===== src/rtl/uart_rx_fifo.sv =====
// UART receiver with start-bit glitch rejection, first-word fall-through RX FIFO and sticky errors.
// Define UART_RX_PARITY_EN to enable the parity bit check (parity_mode/parity_err); otherwise no parity bit is expected.
module uart_rx_fifo #(
    parameter int DATA_BITS  = 8,
    parameter int FIFO_DEPTH = 16,
    localparam int CNT_W     = $clog2(FIFO_DEPTH + 1)
) (
    input  logic                 clk,
    input  logic                 rst,
    input  logic [31:0]          clk_div,
    input  logic                 rx,
    input  logic [1:0]           parity_mode,
    input  logic                 two_stop,
    input  logic                 rd_en,
    input  logic                 err_clr,
    input  logic                 irq_en,
    output logic [DATA_BITS-1:0] rd_data,
    output logic                 empty,
    output logic                 full,
    output logic [CNT_W-1:0]     count,
    output logic                 frame_err,
    output logic                 parity_err,
    output logic                 overrun,
    output logic                 irq
);
    localparam int AW    = $clog2(FIFO_DEPTH);
    localparam int BIT_W = $clog2(DATA_BITS);
    localparam logic [BIT_W-1:0] LAST_BIT = BIT_W'(DATA_BITS - 1);

    localparam logic [2:0] S_IDLE  = 3'd0;
    localparam logic [2:0] S_START = 3'd1;
    localparam logic [2:0] S_DATA  = 3'd2;
    localparam logic [2:0] S_STOP  = 3'd4;
    localparam logic [2:0] S_BREAK = 3'd5;
`ifdef UART_RX_PARITY_EN
    localparam logic [2:0] S_PARITY = 3'd3;
`endif

    logic                 rx_meta_reg, rx_s;
    logic [2:0]           state_reg;
    logic [31:0]          cnt_reg, div, half_m1;
    logic [BIT_W-1:0]     bit_idx_reg;
    logic [DATA_BITS-1:0] shift_reg;
    logic                 stop2_reg;
    logic                 bit_tick, stop_tick, push, frame_set, parity_set, par_bad;

    always_ff @(posedge clk) begin
        if (rst) begin
            rx_meta_reg <= 1'b1;
            rx_s        <= 1'b1;
        end else begin
            rx_meta_reg <= rx;
            rx_s        <= rx_meta_reg;
        end
    end

    assign div      = (clk_div < 32'd2) ? 32'd2 : clk_div;
    assign half_m1  = (div >> 1) - 32'd1;
    assign bit_tick = (cnt_reg == div - 32'd1);

`ifdef UART_RX_PARITY_EN
    logic par_on, par_calc_bad, par_bad_reg;
    logic parity_err_reg;
    assign par_on       = (parity_mode == 2'b01) || (parity_mode == 2'b10);
    // Even: data^parity reduces to 0; odd: reduces to 1.
    assign par_calc_bad = ((^shift_reg) ^ rx_s) != (parity_mode == 2'b10);
    assign parity_set   = (state_reg == S_PARITY) && bit_tick && par_calc_bad;
    assign par_bad      = par_bad_reg;
`else
    logic unused_parity_mode;
    assign unused_parity_mode = ^parity_mode;
    assign parity_set         = 1'b0;
    assign par_bad            = 1'b0;
`endif

    always_ff @(posedge clk) begin
        if (rst) begin
            state_reg   <= S_IDLE;
            cnt_reg     <= '0;
            bit_idx_reg <= '0;
            shift_reg   <= '0;
            stop2_reg   <= 1'b0;
`ifdef UART_RX_PARITY_EN
            par_bad_reg <= 1'b0;
`endif
        end else begin
            case (state_reg)
                S_IDLE: begin
                    if (!rx_s) begin
                        state_reg <= S_START;
                        cnt_reg   <= '0;
                    end
                end
                S_START: begin
                    if (cnt_reg == half_m1) begin
                        cnt_reg     <= '0;
                        bit_idx_reg <= '0;
                        state_reg   <= rx_s ? S_IDLE : S_DATA;
                    end else begin
                        cnt_reg <= cnt_reg + 32'd1;
                    end
                end
                S_DATA: begin
                    if (bit_tick) begin
                        cnt_reg   <= '0;
                        shift_reg <= {rx_s, shift_reg[DATA_BITS-1:1]};
                        if (bit_idx_reg == LAST_BIT) begin
                            stop2_reg <= 1'b0;
`ifdef UART_RX_PARITY_EN
                            par_bad_reg <= 1'b0;
                            state_reg   <= par_on ? S_PARITY : S_STOP;
`else
                            state_reg <= S_STOP;
`endif
                        end else begin
                            bit_idx_reg <= bit_idx_reg + BIT_W'(1);
                        end
                    end else begin
                        cnt_reg <= cnt_reg + 32'd1;
                    end
                end
`ifdef UART_RX_PARITY_EN
                S_PARITY: begin
                    if (bit_tick) begin
                        cnt_reg     <= '0;
                        par_bad_reg <= par_calc_bad;
                        state_reg   <= S_STOP;
                    end else begin
                        cnt_reg <= cnt_reg + 32'd1;
                    end
                end
`endif
                S_STOP: begin
                    if (bit_tick) begin
                        cnt_reg <= '0;
                        if (!rx_s)
                            state_reg <= S_BREAK;
                        else if (two_stop && !stop2_reg)
                            stop2_reg <= 1'b1;
                        else
                            state_reg <= S_IDLE;
                    end else begin
                        cnt_reg <= cnt_reg + 32'd1;
                    end
                end
                S_BREAK: begin
                    if (rx_s) state_reg <= S_IDLE;
                end
                default: state_reg <= S_IDLE;
            endcase
        end
    end

    assign stop_tick = (state_reg == S_STOP) && bit_tick;
    assign frame_set = stop_tick && !rx_s;
    assign push      = stop_tick && rx_s && !(two_stop && !stop2_reg) && !par_bad;

    // FIFO: a push into a full FIFO only lands if a pop frees a slot the same cycle.
    logic [DATA_BITS-1:0] mem [FIFO_DEPTH];
    logic [AW-1:0]        wr_ptr_reg, rd_ptr_reg, rd_ptr_next;
    logic [CNT_W-1:0]     count_reg, count_next;
    logic [DATA_BITS-1:0] rd_data_reg;
    logic                 pop, wr_en, overrun_set;
    logic                 frame_err_reg, overrun_reg, irq_reg;

    assign empty       = (count_reg == '0);
    assign full        = (count_reg == CNT_W'(FIFO_DEPTH));
    assign pop         = rd_en && !empty;
    assign wr_en       = push && (!full || rd_en);
    assign overrun_set = push && full && !rd_en;
    assign rd_ptr_next = pop ? rd_ptr_reg + AW'(1) : rd_ptr_reg;
    assign count_next  = count_reg + CNT_W'(wr_en) - CNT_W'(pop);

    always_ff @(posedge clk) begin
        if (wr_en) mem[wr_ptr_reg] <= shift_reg;
    end

    always_ff @(posedge clk) begin
        if (rst) begin
            wr_ptr_reg  <= '0;
            rd_ptr_reg  <= '0;
            count_reg   <= '0;
            rd_data_reg <= '0;
        end else begin
            if (wr_en) wr_ptr_reg <= wr_ptr_reg + AW'(1);
            rd_ptr_reg <= rd_ptr_next;
            count_reg  <= count_next;
            // Registered head read; bypass when the new head is being written this cycle.
            if (count_next == '0)
                rd_data_reg <= '0;
            else if (wr_en && (rd_ptr_next == wr_ptr_reg))
                rd_data_reg <= shift_reg;
            else
                rd_data_reg <= mem[rd_ptr_next];
        end
    end

    always_ff @(posedge clk) begin
        if (rst) begin
            frame_err_reg <= 1'b0;
            overrun_reg   <= 1'b0;
            irq_reg       <= 1'b0;
        end else begin
            frame_err_reg <= frame_set | (frame_err_reg & ~err_clr);
            overrun_reg   <= overrun_set | (overrun_reg & ~err_clr);
            irq_reg       <= irq_en & (~empty | frame_err_reg | parity_err | overrun_reg);
        end
    end

`ifdef UART_RX_PARITY_EN
    always_ff @(posedge clk) begin
        if (rst) parity_err_reg <= 1'b0;
        else     parity_err_reg <= parity_set | (parity_err_reg & ~err_clr);
    end
    assign parity_err = parity_err_reg;
`else
    assign parity_err = 1'b0;
`endif

    assign rd_data   = rd_data_reg;
    assign count     = count_reg;
    assign frame_err = frame_err_reg;
    assign overrun   = overrun_reg;
    assign irq       = irq_reg;
endmodule


===== config.mk =====
export PLATFORM = sky130hd
export DESIGN_NAME = uart_rx_fifo
export DESIGN_NICKNAME = d
export VERILOG_FILES = /design/src/rtl/uart_rx_fifo.sv
export SDC_FILE = /design/constraint.sdc
export NUM_CORES = 1
export LEC_CHECK = 0
export BUFFER_PORTS_ARGS = -buffer_cell sky130_fd_sc_hd__buf_2
export CORE_ASPECT_RATIO = 1.4
export CORE_MARGIN = 1
export CORE_UTILIZATION = 45
export CTS_BUF_LIST = sky130_fd_sc_hd__clkbuf_4 sky130_fd_sc_hd__clkbuf_8
export DETAILED_ROUTE_END_ITERATION = 10
export PLACE_DENSITY = 0.69
export SETUP_SLACK_MARGIN = 0.1
export SYNTH_ARGS = -nofsm -noshare
export SYNTH_HDL_FRONTEND = slang
export SYNTH_SLANG_ARGS = --single-unit

===== constraint.sdc =====
create_clock -name clk -period 9.45 [get_ports clk]
set_clock_uncertainty 0.2 [all_clocks]
set_input_delay 0.945 -clock clk [delete_from_list [all_inputs] [get_ports clk]]
set_output_delay 0.945 -clock clk [all_outputs]
set_load 0.01 [all_outputs]

* After elaboration in Yosys (flattened, before gate mapping) *
Memories as Yosys holds them, arrays and structs flattened. A register that Yosys moved wholly into a read port is not among the register bits.
Cells that the tools add are included.

storage, ports and cells
  flip-flop bits (word level) = 65
  latch bits = 0
  RAM bits = 128
  memory bits (read-only) = 0
  bits of input ports = 41
  output and inout bits = 19
  logic and storage cells = 107
  memories = 1

operators by class
  add/sub/neg operators = 8
  multipliers = 0
  divide/modulo/power cells = 0
  magnitude comparators = 1
  equality and inequality tests = 18
  shifts and indexed selects = 0
  multiplexer cells = 28
  bitwise gates (word level) = 9
  reductions and logical operators = 29

memories
  name  depth  width  read ports  clocked after Yosys merged registers in  wr ports  RTL line  source
  mem   16     8      1           1                                        1         159       logic [DATA_BITS-1:0] mem [FIFO_DEPTH];

operators with widths
  operator               number
  $mux 32                4
  $pmux 32 s3            1
  $eq 32x32->1           2
  $mux 3                 11
  $add 32x1->32 const B  1
  $lt 32x2->1 const B    1
  $sub 31x1->32 const B  1
  $sub 32x1->32 const B  1
  $ne 2x2->1 const B     9
  $pmux 3 s5             1
  $logic_not 5->1        2
  $eq 3x3->1 const B     3
  $logic_and 1x1->1      9
  $add 4x1->4 const B    2
  $mux 1                 7
  $reduce_and 7->1       1
  $logic_not 1->1        6
  $pmux 3 s2             1
  $reduce_and 6->1       1
  $add 5x1->5            1
  $eq 5x5->1 const B     1
  $sub 5x1->5            1
  $mux 4                 1
  $or 1x1->1             4
  15 further kinds       21

* Logic depth before layout (Yosys ltp) *
  depth in word-level cells = 12
  mapped depth = 33
  depth with buffers taken out = 27

* Least setup slack after synthesis *
Ideal clock, no wire load.

  kind = input -> register
  start = input clk_div[3]
  end = register rd_data_reg[0], in the netlist rd_data[0], read port of mem
  setup time = 0.124 ns
  arrival = 6.651 ns
  required time = 9.126 ns
  path slack = 2.475 ns
  cell stages on the path = 33
  path buffers = 6
  path through = buf_2 nor3_1 and2_1 clkbuf_1 a31oi_2 inv_2 buf_4 ha_1 nor3b_2 and2_1 buf_4 and3_1 xnor2_1 or4b_4 nor4_4 and4_1 buf_2 and3_1 buf_2 inv_1 ha_1 inv_1 ha_1 inv_1 fa_1 inv_1 a21oi_1 nor2_1 nor2_1 xnor2_1 nand3_1 nand2_1 a21oi_1

on the way
  cells in the longest elaborated chain, start to end = 12

RTL lines
  item                                  RTL line  source
  from (decl)                           10        input logic [31:0] clk_div,
  $lt 32x2->1                           57        assign div = (clk_div < 32'd2) ? 32'd2 : clk_div;
  $mux 32 (*)                           57
  $sub 32x1->32 (*)                     59        assign bit_tick = (cnt_reg == div - 32'd1);
  $eq 32x32->1 (*)                      59
  $logic_and 1x1->1 (*)                 154       assign stop_tick = (state_reg == S_STOP) && bit_tick;
  $logic_and 1x1->1 (*) (2 in a row)    156       assign push = stop_tick && rx_s && !(two_stop && !stop2_reg) && !par_bad;
  $logic_and 1x1->1 (*)                 169       assign wr_en = push && (!full || rd_en);
  $add 5x1->5 (*)                       172       assign count_next = count_reg + CNT_W'(wr_en) - CNT_W'(pop);
  $sub 5x1->5 (*)                       172
  $logic_not 5->1 (*)                   189       if (count_next == '0)
  $reduce_or 2->1 (no source line) (*)  n/a
  to (decl)                             162       logic [DATA_BITS-1:0] rd_data_reg;

Mark *: on every way between the ends. The rest lies on a longest branch, timed or not.
A chain may end at the register's enable or synchronous reset.

* Worst setup path in the final report *
  start = input clk_div[15]
  end = register rd_data_reg[5], in the netlist rd_data[5], read port of mem

Same word-level chain as after synthesis.

==> qor.yml <==
setup_path:
  path_max_fanout: 16
  cp-end-kind: "register"
  slowest_delay_ns: 0.77
  path_buf_inv: 6
  rrSetupSlack_ns: 4.43
  cp_slowest_cell: "nor4_1"
  path_common_cell: "inv_1"
  path_delay_family: "simple AND/OR/NAND/NOR gates"
  critical_path_arrival_ns: 7.86
  critical_path_class: "in -> reg"
  cp-start-kind: "input port"
  required_ns: 9.69
timing:
  rsz0062_at_grt: "false"
  worst_pin_slew_ns: 0.9612
  fin_crit_ns: 7.615
  fmax_ghz: 0.1313
  worst_slack_ns: 1.835
  tns_ns: 0
  setup_viol: 0
  slew_violations: 0
  hold_viol_final: 0
  slew_headroom_pct: 35.39
  finalCritPeriodShare_pct: 80.59
routing:
  drt_iter0_markers: 461
  wirelength_mm: 30.17
  first_pass_iters: 5
  wl_per_cell_microns: 21.25
  drcViolationCount: 0
  via_per_inst: 5.986
  antenna_left: 0
  via_count: 8500
clocking:
  h-tree-depth: 1
  clock_sinks: 201
  cts-root-buf: "clkbuf_8"
  post_cts_buffers: 0
  path_clk_slew_ns: 0.06
  cts_tree: "built"
  clock_path_buffers: 3
  cts-buffers-inserted: 31
  clk_latency_ns: 0.58
  ctsResizeCount: 0
  cts-hold-fix-buffers: 0
power_and_ir_drop:
  power.density_nw_per_um2: 176.4
  ir_drop_mv: 0.1800
  clockPowerShare_pct: 33.7
  combPwrFrac_pct: 22.5
  switching_share_pct: 29.80
  p_leak_uw: 0.004665
  pwr-share-seq_pct: 43.8
  internal-power_uw: 1546
  power_switching_uw: 656.1
die:
  die_y_microns: 190.4
  start_util_pct: 46.08
  die_x_microns: 136.6
  io_pins: 60
  dieArea_sq_um: 26000
  core-area_sq_um: 24760
  rows: 68
cells_and_area:
  final_layout_size_suffix_gt1_share_pct: 18.64
  largest_reg_flops: 128
  num_antenna_cells: 0
  final_cell_mix: "edfxtp_1, nand2_1, dfxtp_1"
  fin_nets: 1138
  area_delta_synth_final_pct: 9.421
  layout_commonest_cell: "edfxtp_1"
synth:
  synth_top_cell_area_share_pct: 33.69
  synth_edf_count: 128
  syn_avg_cell_area_sq_um: 10.80
  synth_ff_type: "edfxtp_1"
  synth_cell_type_count: 81
  synthTopCellsByArea: "edfxtp_1, dfxtp_1, mux4_2"
  yosys_warnings: 0
  synth_top_area_cell: "edfxtp_1"
  ys_seq_area_share_pct: 46.50
  synth-seq-cells: 201
  synthArstFlopShare_pct: 0
  synthesis.area_sq_um: 11410
  synth.net_count: 1114
  syn_inst: 1056
placement:
  place_congestion: 0.9423
  dp_slack_ns: 1.370
  hpwl_mm: 22.15
  io_buffers: 56
global_route:
  antenna_found_initial: 0
  grt_max_degree: 42
  gr-total-overflow: 0
  grt_pass1_vias: 8627
  grt_pass1_wl_mm: 48.10
  grt_usage_pct: 24.19
run_status:
  outcome: "finished clean"
job:
  maxCapViolCount: 0
hold_path:
  hold_path_class: "reg -> reg"
## stage by stage
stage                     cell area, sq um  util, %  power, uW  instances  hold WS (ns)
after CTS                            12480    50.42       2229       1420        0.2151
after global routing                 12480    50.42       2312       1420        0.2303
final                                12480    50.42       2202       1420        0.2104
after detailed placement             11840    47.83       1486       1362        0.1997
after floorplan                      11410        -       1352       1056        0.1895
after global placement               11840    47.83       1480       1362        0.2087
## area by class of cell
class                   instances  area (sq um)
clock buffers                  39         493.0
clock inverters                19         147.6
fillers                      2210         12280
inverters                      26         97.59
multi-input cells             749          5653
flip-flops and latches        201          5305
well taps                     315         394.1
repair buffers                 71         392.9
## logic make-up after synthesis
group                      count (synthesis)  synth area share, %
AOI/OAI and AO/OA                        170                9.849
xor gates and xnor gates                 107                8.346
adders and majority gates                 17                1.930
buffers and inverters                    106                4.211
DFF                                      201                46.50
muxes                                     57                9.421
other                                      1              0.03287
and+or+nand+nor                          397                19.71
## power by group through the flow
stage / combinational (uW) / sequential [uW] / clock, uW
after global placement: 498 / 982 / 0
after global routing: 552 / 966 / 794
after detailed placement: 503 / 983 / 0
final: 496 / 964 / 742
after CTS: 505 / 964 / 760
after floorplan: 375 / 977 / 0
## cells in the mapped netlist (8+ instances only)
| cell | n |
|---|---|
| nor2_1 | 69 |
| edfxtp_1 | 128 |
| nor3b_1 | 10 |
| o21a_1 | 8 |
| mux2i_1 | 14 |
| dfxtp_1 | 73 |
| xor2_1 | 40 |
| clkbuf_1 | 48 |
| or3_1 | 8 |
| inv_1 | 25 |
| and4_1 | 9 |
| a211oi_1 | 8 |
| nor3_1 | 35 |
| xnor2_1 | 65 |
| nand4_1 | 20 |
| o21ai_0 | 27 |
| nand2_1 | 76 |
| a21o_1 | 14 |
| and2_1 | 11 |
| a21oi_1 | 38 |
| nor2b_1 | 13 |
| nor4_1 | 30 |
| or2_2 | 8 |
| and3_1 | 25 |
| nand3_1 | 34 |
| mux4_2 | 40 |
| a31oi_1 | 14 |
| o22ai_1 | 13 |
| buf_2 | 15 |
| ha_1 | 16 |
## final timing paths
check / startpoint / to / cells past startpoint
worst min-delay path: rx_meta_reg / rx_s / 1
worst min register to register: rx_meta_reg / rx_s / 1
worst max-delay path: clk_div[15] / rd_data[5] / 28
worst max register to register: cnt_reg[23] / rd_data[5] / 22
## worst register-to-register path: stages (launching register included)
cell	delay, ns
dfxtp_1	0.51
xnor2_1	0.27
a31o_2	0.29
and3_1	0.18
nor4_1	0.33
o22a_1	0.25
nor4bb_1	0.31
and4_1	0.41
and3_1	0.22
inv_1	0.05
ha_1	0.28
inv_1	0.06
ha_1	0.15
inv_1	0.05
fa_1	0.41
inv_1	0.08
a21oi_1	0.05
nor2_1	0.09
nor2_1	0.06
xnor2_1	0.19
nand3_1	0.12
nand2_1	0.29
a21oi_1	0.09
## per-layer routing
layer	vias to the layer above	GRT usage (%)	routed length [microns]
li1	4013	-	-
met1	4193	26.51	11360
met2	219	46.27	16510
met3	75	2.446	1015
met4	0	10.30	1287
met5	-	0	0
Power figures use the tool's default switching activity.
